`config.mk`:
```
export PLATFORM = sky130hd
export DESIGN_NAME = gcd_controller
export DESIGN_NICKNAME = d
export VERILOG_FILES = /design/src/rtl/gcd_controller_pkg.sv /design/src/rtl/gcd_iter_counter.sv /design/src/rtl/gcd_controller.sv
export SDC_FILE = /design/constraint.sdc
export NUM_CORES = 1
export LEC_CHECK = 0
export ABC_AREA = 1
export CORE_UTILIZATION = 53
export DETAILED_ROUTE_END_ITERATION = 12
export PLACE_DENSITY = 0.83
export RECOVER_POWER = 25
export SETUP_SLACK_MARGIN = 0.4
export SLEW_MARGIN = 20
export SYNTH_ARGS = -nofsm -noshare
export SYNTH_HDL_FRONTEND = slang
export SYNTH_SLANG_ARGS = --single-unit
```
`constraint.sdc`:
```
create_clock -name clk -period 2.2 [get_ports clk]
set_input_delay 0.44 -clock clk [delete_from_list [all_inputs] [get_ports clk]]
set_output_delay 0.44 -clock clk [all_outputs]
set_load 0.01 [all_outputs]
```
`src/rtl/gcd_controller_pkg.sv`:
```
// rtl/gcd_controller_pkg.sv - shared state/flag encodings and defaults for the GCD controller
package gcd_controller_pkg;

   localparam int DEF_WIDTH    = 8;
   localparam int DEF_MAX_ITER = 255;

   typedef enum logic [1:0] {
      ST_IDLE   = 2'd0,
      ST_SETTLE = 2'd1,
      ST_DECIDE = 2'd2,
      ST_DONE   = 2'd3
   } gcd_state_t;

   typedef enum logic [1:0] {
      FL_AGTB = 2'd0,
      FL_BGTA = 2'd1,
      FL_AEQB = 2'd2,
      FL_BAD  = 2'd3
   } gcd_flag_t;

   // Anything other than exactly one asserted compare flag is a datapath fault.
   function automatic gcd_flag_t decode_flags(input logic agtb, input logic bgta, input logic aeqb);
      case ({agtb, bgta, aeqb})
         3'b100:  return FL_AGTB;
         3'b010:  return FL_BGTA;
         3'b001:  return FL_AEQB;
         default: return FL_BAD;
      endcase
   endfunction

endpackage

```
`src/rtl/gcd_iter_counter.sv`:
```
// rtl/gcd_iter_counter.sv - saturating subtraction counter with cap-reached compare
module gcd_iter_counter #(
   parameter int MAX_ITER = 255,
   parameter int CW       = (MAX_ITER < 1) ? 1 : $clog2(MAX_ITER + 1)
) (
   input  logic clk,
   input  logic rst,
   input  logic i_clr,
   input  logic i_inc,
   output logic o_hit
);

   localparam logic [CW-1:0] CAP = CW'(MAX_ITER);

   logic [CW-1:0] r_count;

   always_ff @(posedge clk) begin
      if (rst || i_clr) begin
         r_count <= '0;
      end else if (i_inc && (r_count != CAP)) begin
         r_count <= r_count + CW'(1);
      end
   end

   assign o_hit = (r_count == CAP);

endmodule

```
`src/rtl/gcd_controller.sv`:
```
// rtl/gcd_controller.sv - subtract-and-compare GCD sequencer driving an external datapath
module gcd_controller
   import gcd_controller_pkg::*;
#(
   parameter int WIDTH    = DEF_WIDTH,
   parameter int MAX_ITER = DEF_MAX_ITER
) (
   input  logic             clk,
   input  logic             rst,
   input  logic             start,
   input  logic [WIDTH-1:0] a_in,
   input  logic [WIDTH-1:0] b_in,
   output logic             busy,
   output logic             done,
   output logic             err,
   output logic [WIDTH-1:0] result,
   output logic [WIDTH-1:0] dp_a,
   output logic [WIDTH-1:0] dp_b,
   output logic             AsubB_dp,
   output logic             BsubA_dp,
   output logic             AssignRes_dp,
   input  logic             AgtB_dp,
   input  logic             BgtA_dp,
   input  logic             AeqB_dp
);

   gcd_state_t       r_state;
   gcd_state_t       w_next_state;
   gcd_flag_t        w_flags;
   logic [WIDTH-1:0] r_a;
   logic [WIDTH-1:0] r_b;
   logic [WIDTH-1:0] r_result;
   logic             r_err;
   logic             w_clr;
   logic             w_inc;
   logic             w_fail;
   logic             w_hit;

   gcd_iter_counter #(.MAX_ITER(MAX_ITER)) u_iter (
      .clk   (clk),
      .rst   (rst),
      .i_clr (w_clr),
      .i_inc (w_inc),
      .o_hit (w_hit)
   );

   assign w_flags = decode_flags(AgtB_dp, BgtA_dp, AeqB_dp);

   always_comb begin
      w_next_state = r_state;
      w_clr        = 1'b0;
      w_inc        = 1'b0;
      w_fail       = 1'b0;
      AsubB_dp     = 1'b0;
      BsubA_dp     = 1'b0;
      AssignRes_dp = 1'b0;
      case (r_state)
         ST_IDLE: begin
            if (start) begin
               w_clr        = 1'b1;
               w_next_state = (a_in == '0 || b_in == '0) ? ST_DONE : ST_SETTLE;
            end
         end
         ST_SETTLE: w_next_state = ST_DECIDE;
         ST_DECIDE: begin
            // Cap check wins unless this very cycle is the final equal compare.
            if (w_hit && !AeqB_dp) begin
               w_fail       = 1'b1;
               w_next_state = ST_DONE;
            end else begin
               case (w_flags)
                  FL_AGTB: begin
                     AsubB_dp     = 1'b1;
                     w_inc        = 1'b1;
                     w_next_state = ST_SETTLE;
                  end
                  FL_BGTA: begin
                     BsubA_dp     = 1'b1;
                     w_inc        = 1'b1;
                     w_next_state = ST_SETTLE;
                  end
                  FL_AEQB: begin
                     AssignRes_dp = 1'b1;
                     w_next_state = ST_DONE;
                  end
                  default: begin
                     w_fail       = 1'b1;
                     w_next_state = ST_DONE;
                  end
               endcase
            end
         end
         ST_DONE: w_next_state = ST_IDLE;
         default: w_next_state = ST_IDLE;
      endcase
   end

   always_ff @(posedge clk) begin
      if (rst) begin
         r_state  <= ST_IDLE;
         r_a      <= '0;
         r_b      <= '0;
         r_result <= '0;
         r_err    <= 1'b0;
      end else begin
         r_state <= w_next_state;
         if (w_clr) begin
            r_a      <= a_in;
            r_b      <= b_in;
            r_err    <= (a_in == '0 && b_in == '0);
            r_result <= (a_in == '0) ? b_in : ((b_in == '0) ? a_in : '0);
         end
         if (AsubB_dp)     r_a      <= r_a - r_b;
         if (BsubA_dp)     r_b      <= r_b - r_a;
         if (AssignRes_dp) r_result <= r_a;
         if (w_fail) begin
            r_err    <= 1'b1;
            r_result <= '0;
         end
      end
   end

   assign busy   = (r_state == ST_SETTLE) || (r_state == ST_DECIDE);
   assign done   = (r_state == ST_DONE);
   assign err    = r_err;
   assign result = r_result;
   assign dp_a   = r_a;
   assign dp_b   = r_b;

endmodule

```
==> results by group <==
Place
  • IO Port Bufs: 51
  • DP HPWL: 5520 um
  • Placed Cells: 546
  • Routability cong.: 0.898

Floorplanning
  • Initial Util: 0.559
  • Die span in x: 73.1 um
  • # rows: 25
  • Die height: 73.1 um
  • Ports: 52
  • Die Area: 0.00534 sq mm
  • Core ar.: 0.00479 sq mm

Timing
  • Final hold vios: 0
  • Worst slew margin: 0.745
  • Worst-Margin Slew: 0.382 ns
  • Clock Skews: 0.0106 ns
  • Setup TNS: 0 ns
  • Max frequency: 0.516 GHz
  • Tcrit/Tclk final: 0.880
  • Minimum clock period: 1.94 ns
  • Setup violators final: 0
  • RSZ-0062 raised after global routing: true
  • Slew Limit Fails: 0

Clock tree
  • CTS Hold Bufs: 0
  • Clock insertion delay at the later pin of the skew report: 0.30 ns
  • CTS clk-pin slew, worst paths: 0.08 ns
  • TritonCTS clock tree: done
  • Sink Count: 35
  • CTS root buf: clkbuf_8
  • Number of buffers created by CTS: 5
  • H-tree depth: 2
  • CTS Buffer Depth: 2

Global routing
  • Largest net degree at the start of global routing: 23
  • GRT Overall Usage: 0.298
  • Total grt overflow: 0
  • Initial antenna violation count: 0
  • Global-route wire length before repair: 12300 um
  • Vias in the first global route: 2670

Setup path
  • Worst r2r path cells: 8
  • Reg2Reg Capture Point: dp_b[3]
  • FF-to-FF Start: r_state[1]
  • Slowest cell on the critical path: dfxtp_4
  • CP Class: reg -> out
  • Crit-path leading delay family: simple AND/OR/NAND/NOR gates
  • Worst Path Required: 1.76 ns
  • Crit Path Max Fanout: 3
  • Worst path cell trace: ha_4 -> nand2_4 -> nor2_4 -> nand3_2 -> nand2_4 -> buf_12 -> nor2_4 -> buf_6
  • Worst Path Arrival: 1.50 ns
  • Reg2Reg Setup Slack: 0.37 ns
  • Type of origin of the critical path: register
  • CP endpoint kind: output port
  • CP peak stage delay: 0.37 ns
  • WP buf/inv: 2

Synthesis
  • Post-synth EDFFs: 0
  • #FFs+latches synth: 35
  • Syn_nets: 474
  • Asr flop ratio synth: 0
  • Synth unique cells: 28
  • Top cells by area, synth: dfxtp_1 (26%), nand2_1 (16%), inv_1 (11%)
  • Seq/Total Area, Yosys: 0.262
  • Number of synthesis warnings: 0
  • Area leader, netlist: dfxtp_1
  • Syn avg cell area: 6.21 sq um
  • Post-Syn Area: 0.00268 sq mm
  • Gate Count Post-Synth: 431
  • Commonest cells in the synthesized netlist: nand2_1 (114), inv_1 (75), nand3_1 (36)
  • Count leader, synth: nand2_1
  • Ys flop type: dfxtp_1
  • Top cell type's share of synthesized area: 0.262

Power and ir drop
  • Pwr per Cell Area: 710 mW/mm^2
  • Leak: 1.62 nW
  • Peak supply drop: 0.368 mV

Detailed routing
  • TritonRoute pass-1 iters: 5
  • DRC Markers: 0
  • Vias post-DR: 3032
  • Vias/cell: 5.36
  • Drt wl/cell: 13.9 um
  • Initial DRC count: 264
  • DRT antenna net count: 0
  • Total routed wirelength: 7870 um

Final layout
  • Post-Layout Cell Count: 566
  • Diodes inserted: 0
  • Layout cells sized above 1: 0.150
  • Fin util: 0.765
  • Fin nets: 541
  • Area Overhead vs Synth: 36.8%
  • Filler cells: 382

Status
  • Status: finished clean

Worst hold path
  • Hold Path Origin: u_iter.r_count[4]
  • Hold path endpoint: u_iter.r_count[4]
  • Type of the worst min-delay path: reg -> reg
  • WHS Path Cells: 2

Flow run
  • Max Cap Viol: 0
cell type report:
cell class	instances	area [sq um]	share of cell area
Inverter	79	297	0.0810
Timing Repair Buffer	72	672	0.183
Tap cell	67	83.8	0.0229
Sequential cell	35	714	0.195
Multi-Input combinational cell	305	1760	0.480
Clock inverter	3	67.6	0.0184
Clock buffer	5	68.8	0.0188
routing by layer:
metal | vias up | share of wire | GRT usage
met3 | 15 | 0.085 | 0.0511
met5 | - | 0 | 0
met4 | 0 | 0.017 | 0.0806
met1 | 1369 | 0.45 | 0.411
met2 | 155 | 0.45 | 0.478
li1 | 1493 | - | -
worst max-delay path by stage:
stage                 startpoint  endpoint  slack (ns)  depth (start not counted)
2_1_floorplan            dp_b[0]   dp_b[4]        0.57                          7
3_3_place_gp             AgtB_dp  AsubB_dp       -0.15                          4
6_report       u_iter.r_count[0]  BsubA_dp        0.26                          8
5_1_grt               r_state[1]   dp_b[3]        0.24                          8
3_5_place_dp             BgtA_dp  BsubA_dp       -0.16                          6
4_1_cts        u_iter.r_count[0]  AsubB_dp        0.27                          7
power breakdown:
part	switching (mW)	total [mW]	internal, mW
sequential	0.0642	0.752	0.688
combinational	0.658	1.13	0.472
clock	0.266	0.718	0.452
repair_timing:
item | in CTS | in global routing
endpoints found under the setup margin | 8 | 24
resized for setup | 37 | 27
setup buffers | 5 | 7
pin swaps | 9 | 12
metrics by stage:
| step | hold WS (ns) | setup WS, ns | power, mW | instance area (sq um) |
|---|---|---|---|---|
| 2_1_floorplan | 0.438 | 0.565 | 1.44 | 2680 |
| 3_3_place_gp | 0.452 | -0.147 | 1.73 | 3270 |
| 3_5_place_dp | 0.461 | -0.158 | 1.76 | 3270 |
| 4_1_cts | 0.476 | 0.270 | 2.50 | 3530 |
| 5_1_grt | 0.495 | 0.243 | 2.75 | 3660 |
| 6_report | 0.474 | 0.264 | 2.60 | 3660 |
worst min-delay path, stage by stage, from the launching register on:
cell,delay [ns]
dfxtp_1,0.32
inv_1,0.06
a21oi_1,0.05
cells in the final DEF (no fill, tap or decap), drive strengths merged:
cell	count
nor3	9
inv	79
a31oi	3
clkinvlp	1
a211oi	1
buf	20
fa	2
nand3	37
xnor2	2
o21ai	38
nor2	28
nand4	7
clkdlybuf4s50	33
dlygate4sd3	10
o22ai	1
clkdlybuf4s15	2
a21oi	33
nand2	118
bufinv	2
dfxtp	35
ha	19
dlygate4sd2	4
xor2	7
clkbuf	8
registers in the layout, indices dropped and copies added, names as in the netlist:
register	count
result	8
dp_a	8
u_iter.r_count	8
err	1
r_state	2
dp_b	8
kinds of logic (layout without fill, tap and decap cells):
group | count (synthesis) | in the layout | share of synthesized area
buffers and inverters | 91 | 159 | 0.136
flip-flops | 35 | 35 | 0.262
adder cells (fa/ha/maj) | 21 | 21 | 0.104
XOR/XNOR | 9 | 9 | 0.0295
AND/OR/NAND/NOR | 199 | 199 | 0.324
AO/OA/AOI/OAI | 76 | 76 | 0.145
No activity file was read; power rests on OpenSTA's default activity.
